==> src/rtl/game_state_controller_if.sv <==
// -----------------------------------------------------------------------------
// game_state_controller_if
// Purpose : Bundles the command and status signals exchanged between the game
//           state controller and the rest of the game (input decoder, meteor
//           field, renderer).
// Signals : start_game             one-cycle start/restart pulse
//           move_left/right/up/down level-held direction requests
//           collision               level, player overlaps a meteor
//           state[1:0]              IDLE=0, COUNTDOWN=1, PLAYING=2, GAME_OVER=3
//           playing, game_over      decodes of state
//           frame_tick              one-cycle pulse per frame
//           clear_field             one-cycle pulse: meteor field must clear
//           player_x/y[3:0]         player position, y=0 is the top row
//           score[15:0]             survived frame ticks
// Modports: master - the game side, drives commands and reads status
//           slave  - the controller, reads commands and drives status
// -----------------------------------------------------------------------------
interface game_state_controller_if;

  logic        start_game;
  logic        move_left;
  logic        move_right;
  logic        move_up;
  logic        move_down;
  logic        collision;

  logic [1:0]  state;
  logic        playing;
  logic        game_over;
  logic        frame_tick;
  logic        clear_field;
  logic [3:0]  player_x;
  logic [3:0]  player_y;
  logic [15:0] score;

  modport master (
    output start_game, move_left, move_right, move_up, move_down, collision,
    input  state, playing, game_over, frame_tick, clear_field,
           player_x, player_y, score
  );

  modport slave (
    input  start_game, move_left, move_right, move_up, move_down, collision,
    output state, playing, game_over, frame_tick, clear_field,
           player_x, player_y, score
  );

endinterface : game_state_controller_if

==> src/rtl/game_state_controller.sv <==
// -----------------------------------------------------------------------------
// game_state_controller
// Purpose : Top-level game sequencer for a dodge-the-meteors game. Generates
//           the frame tick, runs the IDLE -> COUNTDOWN -> PLAYING -> GAME_OVER
//           state machine, moves the player on the grid once per frame and
//           counts survived frames as the score.
// Ports   : clk    - system clock, rising edge
//           reset  - asynchronous, active-low reset
//           bus    - game_state_controller_if.slave (commands in, status out)
// Params  : TICK_DIV    clk cycles per frame tick (2..2^20)
//           COUNT_TICKS frame ticks spent in COUNTDOWN (1..255)
//           GRID_MAX_X/Y maximum column/row (1..15)
//           START_X/Y   spawn position
// -----------------------------------------------------------------------------
module game_state_controller #(
  parameter int TICK_DIV    = 833333,
  parameter int COUNT_TICKS = 180,
  parameter int GRID_MAX_X  = 15,
  parameter int GRID_MAX_Y  = 15,
  parameter int START_X     = 7,
  parameter int START_Y     = 14
) (
  input  logic                    clk,
  input  logic                    reset,
  game_state_controller_if.slave  bus
);

  typedef enum logic [1:0] {
    S_IDLE      = 2'd0,
    S_COUNTDOWN = 2'd1,
    S_PLAYING   = 2'd2,
    S_GAME_OVER = 2'd3
  } state_e;

  localparam int                TICK_W    = $clog2(TICK_DIV);
  localparam logic [TICK_W-1:0] TICK_LAST = TICK_W'(TICK_DIV - 1);
  localparam logic [7:0]        CD_LAST   = 8'(COUNT_TICKS - 1);
  localparam logic [3:0]        MAX_X     = 4'(GRID_MAX_X);
  localparam logic [3:0]        MAX_Y     = 4'(GRID_MAX_Y);
  localparam logic [3:0]        SPAWN_X   = 4'(START_X);
  localparam logic [3:0]        SPAWN_Y   = 4'(START_Y);

  state_e              state_q,       state_d;
  logic [TICK_W-1:0]   tick_cnt_q,    tick_cnt_d;
  logic                frame_tick_q,  frame_tick_d;
  logic [7:0]          cd_cnt_q,      cd_cnt_d;
  logic                clear_field_q, clear_field_d;
  logic [3:0]          x_q,           x_d;
  logic [3:0]          y_q,           y_d;
  logic [15:0]         score_q,       score_d;

  logic                go_left, go_right, go_up, go_down;

  // Opposing requests cancel; a request at the edge of the grid holds.
  assign go_left  = bus.move_left  && !bus.move_right && (x_q != 4'd0);
  assign go_right = bus.move_right && !bus.move_left  && (x_q <  MAX_X);
  assign go_up    = bus.move_up    && !bus.move_down  && (y_q != 4'd0);
  assign go_down  = bus.move_down  && !bus.move_up    && (y_q <  MAX_Y);

  always_comb begin
    // NOTE: every signal assigned here gets a default first, so no path
    // through the case can leave it unassigned and infer a latch.
    state_d       = state_q;
    cd_cnt_d      = cd_cnt_q;
    x_d           = x_q;
    y_d           = y_q;
    score_d       = score_q;
    clear_field_d = 1'b0;

    // Free-running frame divider. frame_tick is registered, so it is computed
    // from the counter's next value to line up with the TICK_DIV-1 cycle.
    tick_cnt_d   = (tick_cnt_q == TICK_LAST) ? '0 : tick_cnt_q + 1'b1;
    frame_tick_d = (tick_cnt_d == TICK_LAST);

    unique case (state_q)
      S_IDLE, S_GAME_OVER: begin
        // GAME_OVER freezes position and score; only a (re)start leaves it.
        if (bus.start_game) begin
          state_d       = S_COUNTDOWN;
          cd_cnt_d      = 8'd0;
          x_d           = SPAWN_X;
          y_d           = SPAWN_Y;
          score_d       = 16'd0;
          clear_field_d = 1'b1;
        end
      end

      S_COUNTDOWN: begin
        if (frame_tick_q) begin
          cd_cnt_d = cd_cnt_q + 8'd1;
          if (cd_cnt_q == CD_LAST) state_d = S_PLAYING;
        end
      end

      S_PLAYING: begin
        // Collision wins over a coincident tick: the frame is not scored.
        if (bus.collision) begin
          state_d = S_GAME_OVER;
        end else if (frame_tick_q) begin
          if (score_q != 16'hFFFF) score_d = score_q + 16'd1;
          if (go_left)  x_d = x_q - 4'd1;
          if (go_right) x_d = x_q + 4'd1;
          if (go_up)    y_d = y_q - 4'd1;
          if (go_down)  y_d = y_q + 4'd1;
        end
      end

      default: state_d = S_IDLE;
    endcase
  end

  // NOTE: sequential state uses non-blocking assignments so every register
  // samples the pre-edge values regardless of statement order.
  always_ff @(posedge clk or negedge reset) begin
    if (!reset) begin
      state_q       <= S_IDLE;
      tick_cnt_q    <= '0;
      frame_tick_q  <= 1'b0;
      cd_cnt_q      <= 8'd0;
      clear_field_q <= 1'b0;
      x_q           <= SPAWN_X;
      y_q           <= SPAWN_Y;
      score_q       <= 16'd0;
    end else begin
      state_q       <= state_d;
      tick_cnt_q    <= tick_cnt_d;
      frame_tick_q  <= frame_tick_d;
      cd_cnt_q      <= cd_cnt_d;
      clear_field_q <= clear_field_d;
      x_q           <= x_d;
      y_q           <= y_d;
      score_q       <= score_d;
    end
  end

  assign bus.state       = state_q;
  assign bus.playing     = (state_q == S_PLAYING);
  assign bus.game_over   = (state_q == S_GAME_OVER);
  assign bus.frame_tick  = frame_tick_q;
  assign bus.clear_field = clear_field_q;
  assign bus.player_x    = x_q;
  assign bus.player_y    = y_q;
  assign bus.score       = score_q;

endmodule : game_state_controller

==> src/flat_wrapper.sv <==
// flat-port wrapper written by rule: the top's interface ports become plain ports
module game_state_controller_flat 
#(
  parameter int TICK_DIV    = 833333,
  parameter int COUNT_TICKS = 180,
  parameter int GRID_MAX_X  = 15,
  parameter int GRID_MAX_Y  = 15,
  parameter int START_X     = 7,
  parameter int START_Y     = 14
)
  (clk, reset, bus_start_game, bus_move_left, bus_move_right, bus_move_up, bus_move_down, bus_collision, bus_state, bus_playing, bus_game_over, bus_frame_tick, bus_clear_field, bus_player_x, bus_player_y, bus_score);
  game_state_controller_if bus_i ();
  input  logic clk;
  input  logic reset;
  input wire logic [$bits(bus_i.start_game)-1:0] bus_start_game;
  input wire logic [$bits(bus_i.move_left)-1:0] bus_move_left;
  input wire logic [$bits(bus_i.move_right)-1:0] bus_move_right;
  input wire logic [$bits(bus_i.move_up)-1:0] bus_move_up;
  input wire logic [$bits(bus_i.move_down)-1:0] bus_move_down;
  input wire logic [$bits(bus_i.collision)-1:0] bus_collision;
  output wire logic [$bits(bus_i.state)-1:0] bus_state;
  output wire logic [$bits(bus_i.playing)-1:0] bus_playing;
  output wire logic [$bits(bus_i.game_over)-1:0] bus_game_over;
  output wire logic [$bits(bus_i.frame_tick)-1:0] bus_frame_tick;
  output wire logic [$bits(bus_i.clear_field)-1:0] bus_clear_field;
  output wire logic [$bits(bus_i.player_x)-1:0] bus_player_x;
  output wire logic [$bits(bus_i.player_y)-1:0] bus_player_y;
  output wire logic [$bits(bus_i.score)-1:0] bus_score;
  assign bus_i.start_game = bus_start_game;
  assign bus_i.move_left = bus_move_left;
  assign bus_i.move_right = bus_move_right;
  assign bus_i.move_up = bus_move_up;
  assign bus_i.move_down = bus_move_down;
  assign bus_i.collision = bus_collision;
  assign bus_state = bus_i.state;
  assign bus_playing = bus_i.playing;
  assign bus_game_over = bus_i.game_over;
  assign bus_frame_tick = bus_i.frame_tick;
  assign bus_clear_field = bus_i.clear_field;
  assign bus_player_x = bus_i.player_x;
  assign bus_player_y = bus_i.player_y;
  assign bus_score = bus_i.score;
  game_state_controller #(.TICK_DIV(TICK_DIV), .COUNT_TICKS(COUNT_TICKS), .GRID_MAX_X(GRID_MAX_X), .GRID_MAX_Y(GRID_MAX_Y), .START_X(START_X), .START_Y(START_Y)) u_core (.clk(clk), .reset(reset), .bus(bus_i));
endmodule
==> config.mk <==
export PLATFORM = sky130hd
export DESIGN_NAME = game_state_controller_flat
export DESIGN_NICKNAME = d
export VERILOG_FILES = /design/src/rtl/game_state_controller_if.sv /design/src/rtl/game_state_controller.sv /design/src/flat_wrapper.sv
export SDC_FILE = /design/constraint.sdc
export NUM_CORES = 1
export LEC_CHECK = 0
export ABC_AREA = 1
export BUFFER_PORTS_ARGS = -buffer_cell sky130_fd_sc_hd__buf_2
export CAP_MARGIN = 15
export CORE_UTILIZATION = 30
export CTS_BUF_LIST = sky130_fd_sc_hd__clkbuf_8
export DETAILED_ROUTE_END_ITERATION = 8
export PLACE_DENSITY = 0.57
export SYNTH_ARGS = -nofsm -noshare
export SYNTH_HDL_FRONTEND = slang
export SYNTH_SLANG_ARGS = --single-unit
==> constraint.sdc <==
create_clock -name clk -period 2.16 [get_ports clk]
set_input_delay 0.216 -clock clk [delete_from_list [all_inputs] [get_ports clk]]
set_output_delay 0.216 -clock clk [all_outputs]
set_load 0.005 [all_outputs]
==> results.tsv, run 1 <==
metric	value	unit
outcome	finished clean	
leakagePower	1.93	nW
tritoncts	yes	
routed_via_density	4.73	
antenna_cells	0	
grt-ovfl-total	0	
criticalPathCategory	register to register	
cts-buffers-inserted	5	
grt_max_degree	42	
routed_wl	8090	µm
critPathBufInv	0	
worstMarginPinSlew	0.409	ns
r2r_cells	8	
die_w	110	µm
gr-usage-all-layers	14.2	%
ys_ff_latch	56	
min_period	1.98	ns
ir_drop	0.381	mV
synth_nets	495	
worstPathRequired	2.36	ns
finalCritPeriodShare	91.5	%
gp_congestion	0.875	
critPathTopFamily	flip-flops	
async_flop_share	100	%
cts_root_buffer	clkbuf_8	
synthCells	473	
synth_area_per_cell	7.34	µm²
fin_nets	543	
core	11000	µm²
slew_viol_final	0	
ant_nets	0	
clockBufferDepth	2	
clock_skew	0.0175	ns
final-setup-viol-count	0	
rsz0062_at_grt	no	
cpPeakStageDelay	0.61	ns
htree_levels	2	
p_per_area	873	nW/µm²
path_max_fanout	7	
yosysSeqAreaShare	40.6	%
grt_pass1_wl	13300	µm
dr_total_vias	3128	
reg2reg_to	u_core.bus.player_x[3]	
drive_above_1_share	15.1	%
die_y	110	µm
arrival	2.17	ns
dp_hpwl	6130	µm
grt_pass1_vias	2904	
insertion_delay	0.33	ns
area_growth	15.3	%
cp-start-kind	register	
ys.flop_type	dfrtp_1	
synth_edf_count	0	
maxSlewHeadroom	72.6	%
r2r_start	u_core.bus.player_x[0]	
post_drt_wl_per_cell	12.2	µm
hp-start	bus_start_game	
antenna_found_initial	0	
start_util	31.5	%
yosysWarnings	0	
endpoint_kind	register	
cts_sinks	56	
drtIter0Drc	218	
path_cells	nand4_1 > nand2_1 > ha_1 > a21oi_1 > nand2_1 > xor2_1 > xor2_1 > o22ai_1	
syn_area	3470	µm²
maxCapViolations	0	
num_rows	38	
worstHoldPathType	input pin to register	
final_core_util	36.3	%
hold_violations	0	
whs_path_depth	3	
dr.pass1.iters	6	
setup_tns	0	ns
max_freq	0.506	GHz
hold_end	u_core.bus.clear_field	
yosysUniqueCellTypes	38	
num_io_pins	38	
dieArea	12000	µm²
path_clk_slew	0.10	ns
numPortBuffers	37	
route.detailed.drc	0	
timing.hold.ws	0.129	ns
cp_slowest_cell	dfstp_2	
r2r_setup_slack	0.18	ns
[through the flow]
stage	instances	cell area, µm²	setup WS, ns	power [mW]
3_3_place_gp	653	3850	0.177	2.68
2_1_floorplan	473	3470	0.245	2.34
5_1_grt	662	4000	0.0308	3.79
3_5_place_dp	653	3850	0.0727	2.72
6_report	662	4000	0.183	3.49
4_1_cts	662	3980	0.0508	3.49
[power by group]
group | internal [mW] | switching [mW] | leakage (nW)
sequential | 1.20 | 0.147 | 0.738
clock | 0.380 | 0.370 | 0.0614
combinational | 0.526 | 0.864 | 1.13
[per-layer routing]
metal / share of wire, % / global-route usage, %
met4: 1.9 / 5.62
met3: 5.4 / 3.44
met5: 0 / 0
met1: 47 / 18.5
met2: 46 / 22.7
[synth_stat cells, types with 2 or more instances]
| cell type | instances | area, µm² |
|---|---|---|
| nor3_1 | 10 | 50.1 |
| fa_1 | 2 | 40.0 |
| o21ai_0 | 25 | 125 |
| xnor2_1 | 2 | 17.5 |
| dfrtp_1 | 50 | 1250 |
| o21bai_1 | 2 | 15.0 |
| nand4_1 | 13 | 81.3 |
| nor2_2 | 5 | 31.3 |
| and3_1 | 2 | 12.5 |
| inv_1 | 72 | 270 |
| nand2_1 | 111 | 417 |
| dfstp_2 | 6 | 158 |
| nand2_2 | 4 | 25.0 |
| xor2_1 | 11 | 96.3 |
| o22ai_1 | 3 | 18.8 |
| nand3_1 | 38 | 190 |
| ha_1 | 12 | 150 |
| or2_2 | 2 | 12.5 |
| a31oi_1 | 3 | 18.8 |
| nor2_1 | 71 | 267 |
| a21oi_1 | 12 | 60.1 |
[placed cells by master, fill, tap and decap left out, types with 2 or more instances in the layout]
| master | n |
|---|---|
| o21ai_0 | 23 |
| or2_2 | 2 |
| buf_4 | 5 |
| a21oi_1 | 12 |
| xnor2_1 | 2 |
| clkbuf_8 | 6 |
| ha_1 | 11 |
| nor2_2 | 5 |
| nor3_1 | 9 |
| inv_1 | 72 |
| dfstp_2 | 6 |
| buf_2 | 37 |
| and3_1 | 2 |
| fa_1 | 2 |
| nand2_1 | 111 |
| dfrtp_1 | 49 |
| nor2_1 | 71 |
| nand2_2 | 4 |
| a31oi_1 | 3 |
| o21bai_1 | 2 |
| xor2_1 | 11 |
| nand3_1 | 38 |
| nand4_1 | 13 |
| o22ai_1 | 3 |
[area by class of cell]
type / count / area [µm²]
well taps: 140 / 175
repair buffers: 44 / 253
clock buffers: 6 / 82.6
flip-flops and latches: 56 / 1410
clock inverters: 2 / 38.8
multi-input cells: 341 / 1770
inverters: 73 / 274
fillers: 1144 / 7030
[worst max path at each step]
stage,startpoint,to,depth (start not counted)
CTS,u_core.bus.state[0],u_core.cd_cnt_q[6],11
finish,u_core.bus.player_x[0],u_core.bus.player_x[3],8
global route,u_core.bus.player_x[0],u_core.bus.player_x[3],8
detailed placement,u_core.bus.state[0],u_core.cd_cnt_q[6],11
global placement,u_core.bus.state[0],u_core.cd_cnt_q[6],11
floorplan,u_core.bus.state[0],u_core.cd_cnt_q[6],11
[logic make-up (layout without fill, tap and decap cells)]
group,after synthesis,after routing,share of synthesized area [%]
buf+inv,76,125,8.94
fa+ha+maj,14,14,5.48
simple gates,262,262,32.7
flops,56,56,40.6
compound gates,52,52,8.94
xor+xnor,13,13,3.28
[flip-flops by register name (all words and copies together), names as in the netlist]
signal	cells
u_core.tick_cnt_q	20
u_core.bus.score	16
u_core.cd_cnt_q	8
u_core.bus.player_x	4
u_core.bus.player_y	4
u_core.bus.state	2
u_core.bus.clear_field	1
u_core.bus.frame_tick	1
[worst register-to-register path: stages (launching register included)]
cell and delay [ns]:
dfstp_2 0.61, nand4_1 0.10, nand2_1 0.19, ha_1 0.31
a21oi_1 0.15, nand2_1 0.07, xor2_1 0.17, xor2_1 0.17
o22ai_1 0.08
[what timing repair did]
action / CTS / global route
gates resized for setup: 0 / 7
endpoints found under the hold margin: 12 / 0
hold buffers: 1 / 0
buffers inserted: 0 / 0
setup endpoints to repair: 0 / 6
Power figures use the tool's default switching activity.
==> run 2: changes to the inputs <==
Settings changed: CORE_MARGIN set to 4, SLEW_MARGIN set to 20.
==> results.tsv, run 2 (synthesis results as in run 1) <==
metric	value	unit	change
outcome	finished clean		
start_util	30.5	%	-0.94 points
slew_viol_final	0		unchanged
tritoncts	yes		
place_ws	-0.0194	ns	-0.0921 ns
dp_hpwl	6440	µm	+5.1%
num_io_pins	38		unchanged
cts-buffers-inserted	5		unchanged
finalCritPeriodShare	91.6	%	about the same
dr.pass1.iters	6		unchanged
die_w	116	µm	+5.5%
grt_pass1_vias	3024		+4.1%
regMostFlops	u_core.tick_cnt_q		
area_growth	15.1	%	
dr_total_vias	3185		+1.8%
routed_via_density	4.78		+1.1%
endpoint_kind	register		
path_max_fanout	7		unchanged
grt_pass1_wl	13900	µm	+4.7%
die_y	116	µm	+5.5%
cts_root_buffer	clkbuf_8		
worstMarginPinSlew	0.526	ns	+0.118 ns
route.detailed.drc	0		unchanged
final_cell_mix	nand2_1, inv_1, nor2_1		
max_freq	0.505	GHz	about the same
maxCapViolations	0		unchanged
post_drt_wl_per_cell	12.4	µm	+1.2%
critPathTopFamily	simple AND/OR/NAND/NOR gates		
path_cells	inv_1 > ha_1 > nand3_1 > nor2_1 > nand3_1 > nand2_1 > nor3_1 > nand3_1 > nor2_1		
cts_sinks	56		unchanged
antenna_cells	0		unchanged
cpPeakStageDelay	0.41	ns	-0.20 ns
insertion_delay	0.32	ns	about the same
crit_path_frequent_cell	nand3_1		
gp_congestion	0.875		about the same
num_rows	39		+2.6%
dieArea	13300	µm²	+11%
worstHoldPathType	input pin to register		
arrival	2.21	ns	+0.04 ns
routed_wl	8250	µm	+2.0%
grt_max_degree	37		-12%
drive_above_1_share	15.1	%	-0.058 points
criticalPathCategory	register to register		
p_per_area	823	nW/µm²	-5.8%
final_common_cell	nand2_1		
largest_reg_flops	20		unchanged
path_clk_slew	0.10	ns	about the same
maxSlewHeadroom	64.9	%	-7.7 points
rsz0062_at_grt	no		
ir_drop	0.442	mV	+16%
power.total	3.29	mW	-5.9%
core	11400	µm²	+3.1%
fin_nets	545		+0.37%
htree_levels	2		unchanged
worstPathRequired	2.40	ns	+0.04 ns
grt-ovfl-total	0		unchanged
hold_violations	0		unchanged
clock_skew	0.0148	ns	-0.00271 ns
drtIter0Drc	223		+2.3%
numPortBuffers	37		unchanged
clockBufferDepth	2		unchanged
cp-start-kind	register		
critPathBufInv	1		+1
setup_slack	0.181	ns	-0.00161 ns
min_period	1.98	ns	+0.00161 ns
leakagePower	1.93	nW	-0.20%
ant_nets	0		unchanged
final-setup-viol-count	0		unchanged
cp_slowest_cell	dfrtp_1		
gr-usage-all-layers	12.9	%	-1.3 points
antenna_found_initial	0		unchanged
run 2: changes by cell type in the layout (fill, tap and decap cells not counted), sizes merged:
| cell | delta |
|---|---|
| bufinv | -1 |
| clkbuf | -1 |
| inv | +1 |
| clkinvlp | +1 |
| buf | +2 |
run 2: metrics by stage:
| stage | setup TNS (ns) | hold slack (ns) | cells | utilization [%] | area [µm²] |
|---|---|---|---|---|---|
| detailed placement | -0.0194 | 0.227 | 657 | 34.0 | 3860 |
| CTS | 0 | 0.134 | 666 | 34.9 | 3970 |
| finish | 0 | 0.149 | 667 | 35.1 | 3990 |
| floorplan | 0 | -0.0796 | 473 | - | 3470 |
| global placement | 0 | 0.224 | 657 | 34.0 | 3860 |
| global route | 0 | 0.167 | 667 | 35.1 | 3990 |
run 2: routing by layer:
| layer | global-route usage (%) | vias to the layer above | part of all wire (%) |
|---|---|---|---|
| li1 | - | 1609 | - |
| met1 | 16.2 | 1481 | 46 |
| met2 | 21.3 | 77 | 46 |
| met3 | 3.08 | 18 | 5.4 |
| met4 | 5.71 | 0 | 2.8 |
| met5 | 0 | - | 0 |
run 2: cell type report:
| class | instances | area, µm² |
|---|---|---|
| Multi-Input combinational cell | 341 | 1770 |
| Inverter | 73 | 274 |
| Timing Repair Buffer | 46 | 268 |
| Clock buffer | 5 | 68.8 |
| Clock inverter | 3 | 20.0 |
| Tap cell | 143 | 179 |
| Fill cell | 1199 | 7380 |
| Sequential cell | 56 | 1410 |
run 2: path summary, 6_finish.rpt:
check | start | end | slack, ns | cells after the start
min in group asynchronous | reset | u_core.bus.score[9] | 0.39 | 2
hold / removal | bus_start_game | u_core.bus.clear_field | 0.15 | 3
setup reg to reg | u_core.tick_cnt_q[1] | u_core.bus.frame_tick | 0.18 | 9
max in group asynchronous | reset | u_core.bus.player_x[0] | 1.10 | 3
hold reg to reg | u_core.cd_cnt_q[1] | u_core.cd_cnt_q[1] | 0.52 | 2
setup / recovery | u_core.tick_cnt_q[1] | u_core.bus.frame_tick | 0.18 | 9
run 2: where the power goes:
group	switching (mW)	internal, mW
clock	0.363	0.227
combinational	0.828	0.517
sequential	0.146	1.20
total	1.34	1.95
run 2: what timing repair did:
item | 4_1_cts | 5_1_grt
gates cloned | 0 | 0
endpoints found under the setup margin | 1 | 9
gates resized for setup | 1 | 6
buffers inserted | 0 | 1
hold buffers | 1 | 0
pin swaps | 0 | 1
hold endpoints to repair | 20 | 0
run 2: worst min-delay path, stage by stage:
cell and delay, ns:
buf_2 0.10, nand2_1 0.07, inv_1 0.05
